--- config.mk ---
export PLATFORM = sky130hd
export DESIGN_NAME = pcie_rx_cmd_arb_flat
export DESIGN_NICKNAME = d
export VERILOG_FILES = /design/src/rtl/pcie_rx_cmd_arb_if.sv /design/src/rtl/pcie_rx_cmd_arb.sv /design/src/flat_wrapper.sv
export SDC_FILE = /design/constraint.sdc
export NUM_CORES = 1
export LEC_CHECK = 0
export CAP_MARGIN = 40
export CORE_ASPECT_RATIO = 0.8
export CORE_UTILIZATION = 38
export DETAILED_ROUTE_END_ITERATION = 8
export GPL_TIMING_DRIVEN = 0
export MAX_ROUTING_LAYER = met4
export PLACE_DENSITY_LB_ADDON = 0.1
export SLEW_MARGIN = 30
export SYNTH_ARGS = -nofsm -noshare
export SYNTH_HDL_FRONTEND = slang
export SYNTH_SLANG_ARGS = --single-unit
--- constraint.sdc ---
create_clock -name pcie_user_clk -period 3.9 [get_ports pcie_user_clk]
set_input_delay 0.39 -clock pcie_user_clk [delete_from_list [all_inputs] [get_ports pcie_user_clk]]
set_output_delay 0.39 -clock pcie_user_clk [all_outputs]
set_load 0.01 [all_outputs]
--- src/rtl/pcie_rx_cmd_arb_if.sv ---
// ---------------------------------------------------------------------------
// pcie_rx_cmd_arb_if
// Bundles the requester-side command handshake and the RX DMA command FIFO
// write port that pcie_rx_cmd_arb sits between.
//
// Signals:
//   req_valid            per-requester command pending, held until acked
//   req_data             packed command words, requester i at [W*i +: W]
//   req_ack              one-cycle accept pulse, one-hot or zero
//   cmd_done             one-cycle completion pulse per requester
//   pcie_rx_cmd_wr_en    write strobe into the RX DMA command FIFO
//   pcie_rx_cmd_wr_data  command word being written
//   pcie_rx_cmd_wr_src   requester index of the current write
//   pcie_rx_cmd_full_n   FIFO not full
//
// Modports:
//   master  the arbiter (drives acks and the FIFO write port)
//   slave   the environment (requesters plus the FIFO)
// ---------------------------------------------------------------------------
interface pcie_rx_cmd_arb_if #(
  parameter int P_NUM_REQ   = 4,
  parameter int P_CMD_WIDTH = 46,
  parameter int P_SRC_WIDTH = 2
);
  logic [P_NUM_REQ-1:0]             req_valid;
  logic [P_NUM_REQ*P_CMD_WIDTH-1:0] req_data;
  logic [P_NUM_REQ-1:0]             req_ack;
  logic [P_NUM_REQ-1:0]             cmd_done;
  logic                             pcie_rx_cmd_wr_en;
  logic [P_CMD_WIDTH-1:0]           pcie_rx_cmd_wr_data;
  logic [P_SRC_WIDTH-1:0]           pcie_rx_cmd_wr_src;
  logic                             pcie_rx_cmd_full_n;

  modport master (
    input  req_valid,
    input  req_data,
    input  cmd_done,
    input  pcie_rx_cmd_full_n,
    output req_ack,
    output pcie_rx_cmd_wr_en,
    output pcie_rx_cmd_wr_data,
    output pcie_rx_cmd_wr_src
  );

  modport slave (
    output req_valid,
    output req_data,
    output cmd_done,
    output pcie_rx_cmd_full_n,
    input  req_ack,
    input  pcie_rx_cmd_wr_en,
    input  pcie_rx_cmd_wr_data,
    input  pcie_rx_cmd_wr_src
  );
endinterface

--- src/rtl/pcie_rx_cmd_arb.sv ---
// ---------------------------------------------------------------------------
// pcie_rx_cmd_arb
// Round-robin arbiter sharing the single RX DMA command FIFO write port among
// P_NUM_REQ requesters in the pcie_user_clk domain. Each requester may have at
// most P_MAX_OUTSTANDING accepted-but-not-completed commands; completion is
// reported back through cmd_done pulses. One command is issued at most every
// three cycles (IDLE -> WR -> GAP) so full_n always reflects the last write
// before the next grant decision.
//
// Ports:
//   pcie_user_clk       clock, rising edge
//   pcie_user_rst_n     synchronous active-low reset
//   bus                 requester handshake + FIFO write port (master modport)
//   outstanding_cnt     per-requester outstanding count, requester i at [4*i +: 4]
//   done_underflow_err  sticky, cmd_done seen for a requester with count 0
// ---------------------------------------------------------------------------
module pcie_rx_cmd_arb #(
  parameter int P_NUM_REQ         = 4,
  parameter int P_CMD_WIDTH       = 46,
  parameter int P_MAX_OUTSTANDING = 4
) (
  input  logic                     pcie_user_clk,
  input  logic                     pcie_user_rst_n,
  pcie_rx_cmd_arb_if.master        bus,
  output logic [4*P_NUM_REQ-1:0]   outstanding_cnt,
  output logic                     done_underflow_err
);

  localparam int ID_W = (P_NUM_REQ > 1) ? $clog2(P_NUM_REQ) : 1;

  typedef enum logic [1:0] {
    S_IDLE = 2'd0,
    S_WR   = 2'd1,
    S_GAP  = 2'd2
  } state_t;

  state_t                state;
  state_t                state_next;
  logic [ID_W-1:0]       last_grant;
  logic [ID_W-1:0]       grant_idx;
  logic [ID_W-1:0]       cand;
  logic                  any_eligible;
  logic                  do_grant;
  logic [P_NUM_REQ-1:0]  eligible;
  logic [P_NUM_REQ-1:0]  grant_vec;
  logic [3:0]            count [P_NUM_REQ];

  // A requester at its outstanding limit is simply invisible to the scan.
  always_comb begin
    eligible = '0;
    for (int i = 0; i < P_NUM_REQ; i++) begin
      eligible[i] = bus.req_valid[i] && (count[i] < 4'(P_MAX_OUTSTANDING));
    end
  end

  // Scan starts one past the last winner and wraps, so the last winner is
  // checked last; the first hit wins.
  always_comb begin
    grant_idx    = last_grant;
    any_eligible = 1'b0;
    cand         = '0;
    for (int k = 1; k <= P_NUM_REQ; k++) begin
      cand = ID_W'((int'(last_grant) + k) % P_NUM_REQ);
      if (!any_eligible && eligible[cand]) begin
        grant_idx    = cand;
        any_eligible = 1'b1;
      end
    end
  end

  always_ff @(posedge pcie_user_clk) begin
    if (!pcie_user_rst_n) begin
      state <= S_IDLE;
    end else begin
      state <= state_next;
    end
  end

  // full_n is only consulted in IDLE; once granted, the write always goes out.
  always_comb begin
    state_next = state;
    do_grant   = 1'b0;
    case (state)
      S_IDLE: begin
        if (bus.pcie_rx_cmd_full_n && any_eligible) begin
          do_grant   = 1'b1;
          state_next = S_WR;
        end
      end
      S_WR:    state_next = S_GAP;
      S_GAP:   state_next = S_IDLE;
      default: state_next = S_IDLE;
    endcase
  end

  always_comb begin
    grant_vec = '0;
    if (do_grant) begin
      grant_vec = P_NUM_REQ'(1) << grant_idx;
    end
  end

  // Write port and ack are registered from the grant decision, so they are
  // high exactly during the WR cycle. last_grant resets to the top index so
  // requester 0 gets first priority.
  always_ff @(posedge pcie_user_clk) begin
    if (!pcie_user_rst_n) begin
      bus.pcie_rx_cmd_wr_en   <= 1'b0;
      bus.pcie_rx_cmd_wr_data <= '0;
      bus.pcie_rx_cmd_wr_src  <= '0;
      bus.req_ack             <= '0;
      last_grant              <= ID_W'(P_NUM_REQ - 1);
    end else begin
      bus.pcie_rx_cmd_wr_en <= do_grant;
      bus.req_ack           <= grant_vec;
      if (do_grant) begin
        bus.pcie_rx_cmd_wr_data <= bus.req_data[grant_idx*P_CMD_WIDTH +: P_CMD_WIDTH];
        bus.pcie_rx_cmd_wr_src  <= grant_idx;
        last_grant              <= grant_idx;
      end
    end
  end

  // A grant and a done for the same requester in one cycle cancel out. A done
  // against a zero count is dropped and latched as an error.
  always_ff @(posedge pcie_user_clk) begin
    if (!pcie_user_rst_n) begin
      for (int i = 0; i < P_NUM_REQ; i++) begin
        count[i] <= '0;
      end
      done_underflow_err <= 1'b0;
    end else begin
      for (int i = 0; i < P_NUM_REQ; i++) begin
        if (grant_vec[i] && !bus.cmd_done[i]) begin
          count[i] <= count[i] + 4'd1;
        end else if (!grant_vec[i] && bus.cmd_done[i]) begin
          if (count[i] != 4'd0) begin
            count[i] <= count[i] - 4'd1;
          end else begin
            done_underflow_err <= 1'b1;
          end
        end
      end
    end
  end

  always_comb begin
    outstanding_cnt = '0;
    for (int i = 0; i < P_NUM_REQ; i++) begin
      outstanding_cnt[4*i +: 4] = count[i];
    end
  end

endmodule

--- src/flat_wrapper.sv ---
// flat-port wrapper written by rule: the top's interface ports become plain ports
module pcie_rx_cmd_arb_flat 
#(
  parameter int P_NUM_REQ         = 4,
  parameter int P_CMD_WIDTH       = 46,
  parameter int P_MAX_OUTSTANDING = 4
)
  (pcie_user_clk, pcie_user_rst_n, outstanding_cnt, done_underflow_err, bus_req_valid, bus_req_data, bus_cmd_done, bus_pcie_rx_cmd_full_n, bus_req_ack, bus_pcie_rx_cmd_wr_en, bus_pcie_rx_cmd_wr_data, bus_pcie_rx_cmd_wr_src);
  pcie_rx_cmd_arb_if #(.P_NUM_REQ(P_NUM_REQ), .P_CMD_WIDTH(P_CMD_WIDTH), .P_SRC_WIDTH(2)) bus_i ();
  input  logic pcie_user_clk;
  input  logic pcie_user_rst_n;
  output logic [4*P_NUM_REQ-1:0] outstanding_cnt;
  output logic done_underflow_err;
  input wire logic [$bits(bus_i.req_valid)-1:0] bus_req_valid;
  input wire logic [$bits(bus_i.req_data)-1:0] bus_req_data;
  input wire logic [$bits(bus_i.cmd_done)-1:0] bus_cmd_done;
  input wire logic [$bits(bus_i.pcie_rx_cmd_full_n)-1:0] bus_pcie_rx_cmd_full_n;
  output wire logic [$bits(bus_i.req_ack)-1:0] bus_req_ack;
  output wire logic [$bits(bus_i.pcie_rx_cmd_wr_en)-1:0] bus_pcie_rx_cmd_wr_en;
  output wire logic [$bits(bus_i.pcie_rx_cmd_wr_data)-1:0] bus_pcie_rx_cmd_wr_data;
  output wire logic [$bits(bus_i.pcie_rx_cmd_wr_src)-1:0] bus_pcie_rx_cmd_wr_src;
  assign bus_i.req_valid = bus_req_valid;
  assign bus_i.req_data = bus_req_data;
  assign bus_i.cmd_done = bus_cmd_done;
  assign bus_i.pcie_rx_cmd_full_n = bus_pcie_rx_cmd_full_n;
  assign bus_req_ack = bus_i.req_ack;
  assign bus_pcie_rx_cmd_wr_en = bus_i.pcie_rx_cmd_wr_en;
  assign bus_pcie_rx_cmd_wr_data = bus_i.pcie_rx_cmd_wr_data;
  assign bus_pcie_rx_cmd_wr_src = bus_i.pcie_rx_cmd_wr_src;
  pcie_rx_cmd_arb #(.P_NUM_REQ(P_NUM_REQ), .P_CMD_WIDTH(P_CMD_WIDTH), .P_MAX_OUTSTANDING(P_MAX_OUTSTANDING)) u_core (.pcie_user_clk(pcie_user_clk), .pcie_user_rst_n(pcie_user_rst_n), .bus(bus_i), .outstanding_cnt(outstanding_cnt), .done_underflow_err(done_underflow_err));
endmodule
==> Yosys cells after proc, flatten, opt, wreduce, memory -nomap -nowiden <==
Memory sizes are Yosys's and may differ from the RTL's.
Cells that the tools add are included.
{ "classes": {"addsub": 12, "n_eq_ne": 2, "mul": 1, "mux": 74, "bitwise": 8, "div": 0, "order_cmp": 8, "reduce_logical": 32, "n_shift": 2} }
{ "op_table": {"columns": ["op", "count"], "rows": [
  ["$shiftx A184 B9 Y46", 1],
  ["$mux W1", 55],
  ["$mux W4", 9],
  ["$add A4 B1 Y4 const B", 4],
  ["$logic_and A1 B1 Y1", 16],
  ["$lt A4 B3 Y1 const B", 4],
  ["$reduce_bool A4 Y1", 4],
  ["$sub A4 B1 Y4 const B", 4],
  ["$lt A2 B3 Y1 const B", 4],
  ["$logic_not A1 Y1", 11],
  ["$mux W2", 5],
  ["$bmux W1 S2", 4],
  ["$or A1 B1 Y1", 8],
  ["$mul A2 B5 Y7 const B", 1],
  ["$add A2 B1 Y2 const B", 2],
  ["$add A2 B2 Y2 const B", 2],
  ["$pmux W2 S2", 1],
  ["$shl A1 B2 Y4 const A", 1],
  ["$eq A2 B1 Y1 const B", 1],
  ["$logic_not A2 Y1", 1],
  ["$ne A2 B1 Y1 const B", 1]
]} }
{ "word_totals": {"regBits": 58, "latch_bits": 0, "romBits": 0, "ramBits": 16, "output_inout_bits": 70, "n_memories": 1, "input_bits": 195, "word_cells": 147} }
{ "memory_table": {"columns": ["memory", "depth", "word_bits", "read_ports", "rd_ports_with_merged_regs", "write_ports", "line_no", "source"], "rows": [
  ["u_core.count", 4, 4, 4, 0, 4, "pcie_rx_cmd_arb.sv:46", "logic [3:0] count [P_NUM_REQ];"]
]} }

==> Longest topological paths before layout <==
An unclocked memory read counts as a cell.
{ "depth": {"ltp_word": 32, "ltp_mapped": 13, "ltp_nobuf": 11} }

==> Least setup slack after synthesis <==
Ideal clock, no wire load.
{ "synth_path": {"path_kind": "register to register", "from": "memory u_core.count[3][3]", "to": "memory u_core.count[2][3] (data pin)", "path_slack_ns": 0.814, "stages_incl_launch_ff": 14, "period_less_slack_ns": 3.086, "setup_ns": 0.266, "n_path_buf": 2, "arrival_ns": 2.819, "required_ns": 3.634, "cell_sequence": "edfxtp_1 -> or3b_1 -> o221ai_1 -> o21a_1 -> buf_2 -> buf_2 -> nand2_1 -> o21ai_1 -> inv_1 -> ha_1 -> a21o_1 -> a21oi_1 -> xnor2_1 -> mux2i_1"} }
{ "synth_rtl": {"columns": ["item", "line_no"], "rows": [
  ["start, declared", "pcie_rx_cmd_arb.sv:46"]
]} }

==> results.yml <==
placed_design:
  post_dp_cell_area_um2: 7199
  detailed_place_hpwl_mm: 13.61
  globalplace.congestion: 0.8943
  port_buffers: 264
floorplanning:
  die_height_um: 97.99
  ioPinCount: 265
  num_rows: 34
  fp.coreArea_um2: 11060
  floorplan.die.width_um: 122.0
  floorplan.die_area_um2: 11950
  initial_standard_cell_utilization_of_the_core_pct: 39.57
global_routing:
  grt_overflow_total: 0
  grt_max_degree: 13
  global_route_wire_length_before_repair_mm: 26.29
  antenna_violations_before_repair: 0
  grt_pass1_vias: 5148
  track_usage_pct: 30.02
sta:
  grt_setup_unrepaired: "no"
  relSlewSlack_pct: 53.86
  setup_skew_after_layout_ns: 0.003393
  drv_slew: 0
  post-route-period-util_pct: 94.62
  setup_viol: 0
  tightestPinTransition_ns: 0.6814
  whs_ns: 0.4673
  period_needed_ns: 3.690
  final_setup_tns_ns: 0
  fin_hold_viols: 0
  timing.fmax_ghz: 0.2710
setup_path:
  timing.reg2reg.worst_path_depth: 13
  critPathArrivalTime_ns: 3.87
  cp_slowest_stage_delay_ns: 0.51
  slowest_stage: "sky130_fd_sc_hd__clkdlybuf4s50_1"
  reg2reg_to: "u_core.count[2][3]$_SDFFCE_PN0P_"
  reg2reg_from: "u_core.count[3][3]$_DFFE_PP_"
  timing.critical_path.fanout_max: 10
  critical_path_class: "in -> reg"
  crit_required_ns: 4.08
  r2r_setup_slack_ns: 0.24
  crit_chain: "clkdlybuf4s50_1 -> or3b_1 -> a21oi_1 -> o21a_1 -> buf_2 -> buf_2 -> nand2_1 -> o21ai_1 -> inv_1 -> ha_1 -> a21o_1 -> a21oi_1 -> xnor2_1 -> mux2i_1"
  timing.critical_path.to_type: "flip-flop"
  start_kind: "input pin"
route:
  drt-initial-drc-count: 283
  via_per_inst: 5.443
  drc: 0
  route.detailed.wl_per_inst_um: 17.80
  num_vias: 5454
  route.final.wire_length_mm: 17.84
  drt-pass1-iter-count: 5
  drtAntennaViolNets: 0
logic_synthesis:
  synth.yosys.seq_area_share_pct: 37.51
  yosys.area.top_type_share_pct: 26.53
  share_of_flip_flops_with_an_asynchronous_set_or_reset_after_synthesis_pct: 0
  synth_warnings: 0
  synthesis.instances: 578
  synth_enable_flop_cells: 16
  avgSynthCellArea_um2: 7.572
  mappedNetlistNets: 784
  postSynthRegisterBits: 74
  synth.top_cells.by_count: "sky130_fd_sc_hd__nand2_1, sky130_fd_sc_hd__nand3_1, sky130_fd_sc_hd__dfxtp_1, sky130_fd_sc_hd__a32o_1, sky130_fd_sc_hd__buf_2"
  synth_ff_type: "sky130_fd_sc_hd__dfxtp_1"
  synth_area_um2: 4377
  yosysMostFrequentCell: "sky130_fd_sc_hd__nand2_1"
  synth_area_leader_cell: "sky130_fd_sc_hd__dfxtp_1"
  synthDistinctLibCells: 55
  synth.area.top_cells: "sky130_fd_sc_hd__dfxtp_1, sky130_fd_sc_hd__nand2_1, sky130_fd_sc_hd__nand3_1, sky130_fd_sc_hd__edfxtp_1, sky130_fd_sc_hd__a32o_1"
clock_network:
  clkSlewWorstSetupHoldPaths_ns: 0.06
  cts-hold-fix-buffers: 0
  post-cts-setup-buffers: 0
  clock_path_buffers: 2
  clk_latency_ns: 0.34
  cts.sinks: 74
  cts_root_buffer: "sky130_fd_sc_hd__clkbuf_16"
  cts_tree: "built"
  cts_repair_resize_count: 0
  cts-buffers-inserted: 9
  clock_tree.htree_level_count: 3
power_and_ir_drop:
  power.density_nw_per_um2: 524.4
  total_power_w: 0.003973
  leakage_nw: 3.061
  max-vdd-ir-drop_uv: 257.5
min_path:
  worst_hold_startpoint: "u_core.bus.pcie_rx_cmd_wr_data[3]$_SDFFE_PN0N_"
  hold_path_depth: 1
  worstHoldPathType: "reg -> reg"
  min_to: "u_core.bus.pcie_rx_cmd_wr_data[3]$_SDFFE_PN0N_"
layout:
  finish.instance_area_um2: 7576
  post_route_cells_drive_above_1_share_pct: 5.245
  antenna_cells: 0
  area.growth.synth_to_final_pct: 73.10
  postLayoutCoreUtil_pct: 68.50
  final_nets: 1059
run_status:
  run_status: "finished clean"
flow_run:
  count_of_max_cap_constraint_violations: 0
## worst max-delay path: cells and delay by family
kind	cells	cell delay, ns
muxes	1	0.22
adders and majority gates	1	0.29
xor gates and xnor gates	1	0.16
AOI/OAI and AO/OA	5	1.09
and+or+nand+nor	2	0.64
buffers and inverters	4	1.09
## metal layers
layer  GRT usage [%]  vias to the layer above  wire length, um
li1                -                     2599                -
met1           34.18                     2539             7205
met2           51.72                      289             8677
met3           6.542                       27             1618
met4           9.877                        0              337
met5               -                        -                0
## report_power, final
part / switching [W] / internal, W / total [W] / leakage, nW
Clock: 0.000335 / 0.000691 / 0.00103 / 0.185
Sequential: 0.000111 / 0.000949 / 0.00106 / 0.646
Combinational: 0.00104 / 0.000843 / 0.00189 / 2.23
## sequential cells by signal, summed over array words and instances, names as in the netlist
signal,count
u_core.bus.pcie_rx_cmd_wr_data,46
u_core.count,16
u_core.bus.req_ack,4
u_core.bus.pcie_rx_cmd_wr_src,2
u_core.last_grant,2
u_core.state,2
u_core.bus.pcie_rx_cmd_wr_en,1
u_core.done_underflow_err,1
## stage by stage
stage,worst slack (ns),instances
detailed placement,-0.08883,986
global placement,-0.01212,986
global route,0.01513,1002
finish,0.2099,1002
floorplan,0.8143,578
CTS,0.2546,1002
## kinds of logic after synthesis
logic type      Yosys count  share of synthesized area [%]
mux                       4                         0.9434
flops                    74                          37.51
buf+inv                  65                          6.346
simple gates            336                          33.82
compound gates           81                          16.32
fa+ha+maj                11                          3.659
xor+xnor                  7                          1.401
## layout make-up
| cell class | count | area [um2] |
|---|---|---|
| plain buffers | 44 | 198.9 |
| clock buffers | 14 | 316.6 |
| clock inverters | 2 | 60.06 |
| fillers | 921 | 3485 |
| inverters | 21 | 78.83 |
| multi-input cells | 439 | 2457 |
| flip-flops and latches | 74 | 1642 |
| well taps | 144 | 180.2 |
| repair buffers | 264 | 2643 |
## how the worst max path moves through the flow
stage / cells past startpoint / startpoint / slack, ns / to
floorplan: 13 / u_core.count[3][3]$_DFFE_PP_ / 0.81 / u_core.count[2][3]$_SDFFCE_PN0P_
global placement: 14 / bus_req_valid[3] / -0.01 / u_core.count[2][3]$_SDFFCE_PN0P_
detailed placement: 14 / bus_req_valid[2] / -0.09 / u_core.count[2][3]$_SDFFCE_PN0P_
CTS: 14 / bus_req_valid[3] / 0.25 / u_core.count[2][3]$_SDFFCE_PN0P_
global route: 13 / u_core.count[3][3]$_DFFE_PP_ / 0.02 / u_core.count[2][3]$_SDFFCE_PN0P_
finish: 14 / bus_req_valid[2] / 0.21 / u_core.count[2][3]$_SDFFCE_PN0P_
## cell usage in the layout (no fill, tap or decap), types with 2 or more instances in the layout
master	instances
sky130_fd_sc_hd__clkdlybuf4s50_1	264
sky130_fd_sc_hd__nand2_1	195
sky130_fd_sc_hd__nand3_1	97
sky130_fd_sc_hd__dfxtp_1	58
sky130_fd_sc_hd__a32o_1	46
sky130_fd_sc_hd__buf_2	21
sky130_fd_sc_hd__inv_1	20
sky130_fd_sc_hd__clkbuf_1	19
sky130_fd_sc_hd__edfxtp_1	16
sky130_fd_sc_hd__nor2_1	11
sky130_fd_sc_hd__clkbuf_16	11
sky130_fd_sc_hd__a21oi_1	8
sky130_fd_sc_hd__nor3_1	8
sky130_fd_sc_hd__ha_1	8
sky130_fd_sc_hd__nor3b_1	5
sky130_fd_sc_hd__o21ai_0	5
sky130_fd_sc_hd__nor4_1	4
sky130_fd_sc_hd__xor2_1	4
sky130_fd_sc_hd__mux2i_1	3
sky130_fd_sc_hd__xnor2_1	3
sky130_fd_sc_hd__buf_1	3
sky130_fd_sc_hd__a21o_1	3
sky130_fd_sc_hd__fa_1	3
sky130_fd_sc_hd__clkbuf_8	3
sky130_fd_sc_hd__or3b_1	2
sky130_fd_sc_hd__nor2_2	2
sky130_fd_sc_hd__a311oi_1	2
sky130_fd_sc_hd__o21ai_1	2
sky130_fd_sc_hd__bufinv_16	2
Power figures use the tool's default switching activity.
